## config.mk

```make
export PLATFORM = sky130hd
export DESIGN_NAME = instruction_fetch
export DESIGN_NICKNAME = d
export VERILOG_FILES = /design/src/rtl/instruction_fetch.sv
export SDC_FILE = /design/constraint.sdc
export NUM_CORES = 1
export LEC_CHECK = 0
export ABC_CLOCK_PERIOD_IN_PS = 3000
export CAP_MARGIN = 20
export CORE_ASPECT_RATIO = 0.8
export CORE_UTILIZATION = 50
export DETAILED_ROUTE_END_ITERATION = 10
export DONT_BUFFER_PORTS = 1
export PLACE_DENSITY = 0.75
export SYNTH_ARGS = -nofsm -noshare
export SYNTH_HDL_FRONTEND = slang
export SYNTH_SLANG_ARGS = --single-unit
export TNS_END_PERCENT = 100
```

## constraint.sdc

```tcl
create_clock -name clk -period 3 [get_ports clk]
set_input_delay 0.6 -clock clk [delete_from_list [all_inputs] [get_ports clk]]
set_output_delay 0.6 -clock clk [all_outputs]
set_load 0.03 [all_outputs]
```

## src/rtl/instruction_fetch.sv

```systemverilog
// instruction_fetch: owns the PC, captures instruction memory words into a valid/ready slot for decode,
// with redirect, halt and out-of-range fault handling; FETCH_PERF_EN adds saturating fetch/stall counters.
module instruction_fetch #(
   parameter logic [15:0] RESET_PC    = 16'h0000,
   parameter int          MEM_DEPTH   = 128,
   parameter logic [3:0]  HALT_OPCODE = 4'hF
) (
   input  logic        clk,
   input  logic        rst,
   output logic [15:0] imem_addr,
   input  logic [15:0] imem_instr,
   output logic        out_valid,
   input  logic        out_ready,
   output logic [15:0] out_instr,
   output logic [15:0] out_pc,
   input  logic        redirect_valid,
   input  logic [15:0] redirect_pc,
   output logic        halted,
`ifdef FETCH_PERF_EN
   output logic [31:0] perf_fetch_cnt,
   output logic [31:0] perf_stall_cnt,
`endif
   output logic        fault
);
   typedef enum logic [1:0] {S_FETCH, S_HALTED, S_FAULT} state_t;
   localparam logic [16:0] DEPTH = 17'(MEM_DEPTH);
   state_t      state_q, state_d;
   logic [15:0] pc_q, pc_d, instr_q, instr_d, opc_q, opc_d;
   logic        valid_q, valid_d, slot_free, in_range, capture;
   assign slot_free = !valid_q || out_ready;
   assign in_range  = {1'b0, pc_q} < DEPTH;
   always_comb begin
      state_d = state_q;
      pc_d    = pc_q;
      instr_d = instr_q;
      opc_d   = opc_q;
      valid_d = valid_q;
      capture = 1'b0;
      // redirect beats capture, stall and halt detection; a faulted fetcher ignores it
      if (state_q != S_FAULT && redirect_valid) begin
         pc_d    = redirect_pc;
         valid_d = 1'b0;
         state_d = S_FETCH;
      end else if (state_q == S_FETCH && slot_free) begin
         if (in_range) begin
            capture = 1'b1;
            instr_d = imem_instr;
            opc_d   = pc_q;
            valid_d = 1'b1;
            pc_d    = pc_q + 16'd1;
            state_d = imem_instr[15:12] == HALT_OPCODE ? S_HALTED : S_FETCH;
         end else begin
            valid_d = 1'b0;
            state_d = S_FAULT;
         end
      end else if (state_q == S_HALTED && out_ready) begin
         valid_d = 1'b0;
      end
   end
   always_ff @(posedge clk) begin
      if (rst) begin
         state_q <= S_FETCH;
         pc_q    <= RESET_PC;
         instr_q <= '0;
         opc_q   <= '0;
         valid_q <= 1'b0;
      end else begin
         state_q <= state_d;
         pc_q    <= pc_d;
         instr_q <= instr_d;
         opc_q   <= opc_d;
         valid_q <= valid_d;
      end
   end
   assign imem_addr = pc_q;
   assign out_valid = valid_q;
   assign out_instr = instr_q;
   assign out_pc    = opc_q;
   assign halted    = state_q == S_HALTED;
   assign fault     = state_q == S_FAULT;
`ifdef FETCH_PERF_EN
   logic [31:0] fetch_cnt_q, stall_cnt_q;
   logic        stall;
   assign stall = state_q == S_FETCH && valid_q && !out_ready;
   always_ff @(posedge clk) begin
      if (rst) begin
         fetch_cnt_q <= '0;
         stall_cnt_q <= '0;
      end else begin
         if (capture && fetch_cnt_q != '1) fetch_cnt_q <= fetch_cnt_q + 32'd1;
         if (stall && stall_cnt_q != '1) stall_cnt_q <= stall_cnt_q + 32'd1;
      end
   end
   assign perf_fetch_cnt = fetch_cnt_q;
   assign perf_stall_cnt = stall_cnt_q;
`endif
endmodule

```

==> results.py <==
metrics = {
    "sta": {
        "fin_hold_ws_ns": 0.3642,
        "rsz0062_at_grt": "false",
        "fmax_mhz": 447.9,
        "period_minus_slack_ns": 2.233,
        "fin_worst_skew_ns": 0.003757,
        "tightest_slew_ns": 0.6032,
        "setup_violations": 0,
        "slew_headroom_pct": 59.69,
        "min_period_over_period_pct": 74.43,
        "hold_violations": 0,
        "drv_slew": 0,
        "tns_ns": 0,
    },
    "final_layout": {
        "nFillCells": 367,
        "fin_nets": 250,
        "design_area_sq_um": 2318,
        "stdcell_count": 269,
        "antenna-diode-count": 0,
        "syn_to_final_growth_pct": 7.607,
        "drive_gt1_share_pct": 7.944,
    },
    "worst_setup_path": {
        "worstPathMaxFanout": 35,
        "worst_setup_path_end_kind": "flip-flop",
        "crit_arrival_ns": 2.45,
        "cp.buffers_inverters": 1,
        "slowest_delay_ns": 0.61,
        "crit_path_top_delay_cell": "or4_1",
        "crit_family": "simple AND/OR/NAND/NOR gates",
        "crit_path_start_kind": "flip-flop",
        "path_cells": "nor4_2, nand3_2, buf_4, or4_1, a211oi_1",
        "worstSetupPathType": "flip-flop to flip-flop",
        "cp.required_ns": 3.22,
    },
    "synthesis": {
        "synth-seq-area-share_pct": 47.39,
        "netlist_instances": 225,
        "synth-edff-count": 0,
        "async_flop_share_pct": 0,
        "ys_ff_latch": 51,
        "synth.top_cell.area_share_pct": 47.39,
        "ys.flop_type": "dfxtp_1",
        "synth_top_family_by_area": "compound AO/OA/AOI/OAI gates",
        "synth.distinct_cells": 36,
        "synth-simple-area-share_pct": 18.00,
        "synthXorXnorAreaFrac_pct": 0,
        "synth_fa_ha_area_share_pct": 0.5807,
        "yosysWarnings": 0,
        "synth.mux.area_fraction_pct": 0.9292,
        "synth_area_per_cell_sq_um": 9.576,
        "yosysTopAreaCell": "dfxtp_1",
        "synth_compound_area_share_pct": 27.82,
        "syn_area_sq_um": 2155,
        "synth.most_common_cell": "dfxtp_1",
        "synth_nets": 262,
        "synthTopCellsByArea": "dfxtp_1 (47%), o311a_1 (9.8%), a31o_1 (8.5%)",
        "synth_common_cells": "dfxtp_1 (51), a31o_1 (21), nand2_1 (21), o311a_1 (21), clkbuf_1 (17)",
    },
    "die": {
        "core_area_sq_um": 3954,
        "die_h_microns": 60.72,
        "fp.dieW_microns": 75.39,
        "start_util_pct": 54.49,
        "io_pins": 87,
        "dieArea_sq_um": 4577,
        "rows": 20,
    },
    "min_path": {
        "hp-class": "input pin to flip-flop",
    },
    "detailed_routing": {
        "routed_via_density": 6.665,
        "drc": 0,
        "drt-wirelength-per-cell_microns": 18.67,
        "drt_wl_total_mm": 5.021,
        "dr.pass1.iters": 5,
        "drt_iter0_drc": 63,
        "num_vias": 1793,
        "drtAntennaViolNets": 0,
    },
    "placed_design": {
        "place.gp.congestion": 0.8089,
        "dp.cells": 260,
        "placed_cell_area_sq_um": 2161,
        "io_buffers": 0,
        "post-dp-hpwl_mm": 3.341,
    },
    "cts": {
        "holdBufCountCts": 0,
        "clk_latency_ns": 0.30,
        "clockRootBuffer": "clkbuf_8",
        "clockBufferDepth": 2,
        "cts_resized": 0,
        "postCtsSetupBuffers": 0,
        "cts_tree": "done",
        "clkTransAtPathRegs_ns": 0.09,
        "cts.sinks": 51,
        "htreeDepth": 2,
        "cts_buffers": 5,
    },
    "global_route": {
        "track_usage_pct": 22.76,
        "grt_pass1_vias": 1619,
        "antenna_found_initial": 0,
        "grt_max_degree": 36,
        "grt_pass1_wl_mm": 7.617,
        "grt_remaining_overflow": 0,
    },
    "flow_run": {
        "cap_violations": 0,
    },
    "power_and_ir_drop": {
        "peakVddDrop_mv": 0.5181,
        "p_total_mw": 1.626,
        "pwr_density_cell_nw_per_um2": 701.5,
        "leakage_nw": 0.8433,
    },
    "run_status": {
        "outcome": "finished, final reports clean",
    },
}
[final cells by class]
cell class	instances	area (sq um)	area share [%]
Clock buffer	6	72.57	3.130
Tap cell	55	68.82	2.968
Timing Repair Buffer	5	55.05	2.375
Multi-Input combinational cell	146	1026	44.25
Sequential cell	51	1021	44.04
Inverter	4	15.01	0.6476
Clock inverter	2	60.06	2.590
[registers in the layout, indices dropped and copies added (netlist names)]
| signal | count |
|---|---|
| out_valid | 1 |
| imem_addr | 16 |
| out_pc | 16 |
| state_q | 2 |
| out_instr | 16 |
[logic make-up after synthesis]
| family | after synthesis |
|---|---|
| AO/OA/AOI/OAI | 74 |
| AND/OR/NAND/NOR | 69 |
| flip-flops | 51 |
| buffers and inverters | 28 |
| multiplexers | 2 |
| adder cells (fa/ha/maj) | 1 |
[path summary, 6_finish.rpt]
path / startpoint / end / slack, ns / cells past startpoint
setup / recovery: imem_addr[11] / imem_addr[7] / 0.77 / 5
hold reg to reg: state_q[0] / state_q[0] / 0.58 / 2
setup reg to reg: imem_addr[11] / imem_addr[7] / 0.77 / 5
hold / removal: rst / imem_addr[2] / 0.36 / 1
[power breakdown]
| part | total [mW] | switching (mW) | internal, mW |
|---|---|---|---|
| clock | 0.554 | 0.221 | 0.333 |
| sequential | 0.860 | 0.137 | 0.723 |
| combinational | 0.212 | 0.135 | 0.0767 |
| total | 1.63 | 0.493 | 1.13 |
[cell usage in the layout (no fill, tap or decap), types with 2 or more instances in the layout]
cell	Yosys	final
a311oi_1	5	5
o311a_1	21	21
a32oi_1	2	2
and3_1	3	3
inv_1	4	4
a211oi_1	3	3
nand2_1	21	21
mux2i_1	2	2
dfxtp_1	51	51
a31o_1	21	21
bufinv_16	0	2
a21oi_1	11	11
nand2b_1	3	3
nor4_2	2	2
nor2_1	10	10
nand3_1	6	6
buf_4	0	4
o31ai_1	3	3
or4_1	4	4
clkbuf_8	0	5
o21ai_1	3	3
nor3b_1	9	9
o21ai_0	3	3
[worst register-to-register path, stage by stage (launching register included)]
cell and delay, ns:
dfxtp_1 0.44, nor4_2 0.42, nand3_2 0.16, buf_4 0.27, or4_1 0.62, a211oi_1 0.24
[per-layer routing]
| metal | vias up | GRT usage [%] | wire length (microns) |
|---|---|---|---|
| li1 | 837 | - | - |
| met1 | 867 | 26.16 | 1991 |
| met2 | 77 | 37.88 | 2369 |
| met3 | 12 | 8.970 | 560 |
| met4 | 0 | 10.05 | 99 |
| met5 | - | 0 | 0 |
[metrics by stage]
step,setup slack [ns],utilization (%)
after floorplan,1.214,-
after global placement,0.7674,54.65
after detailed placement,0.6793,54.65
after CTS,0.6438,58.01
after global routing,0.6651,58.64
final,0.7672,58.64
(Power assumes the default switching activity.)
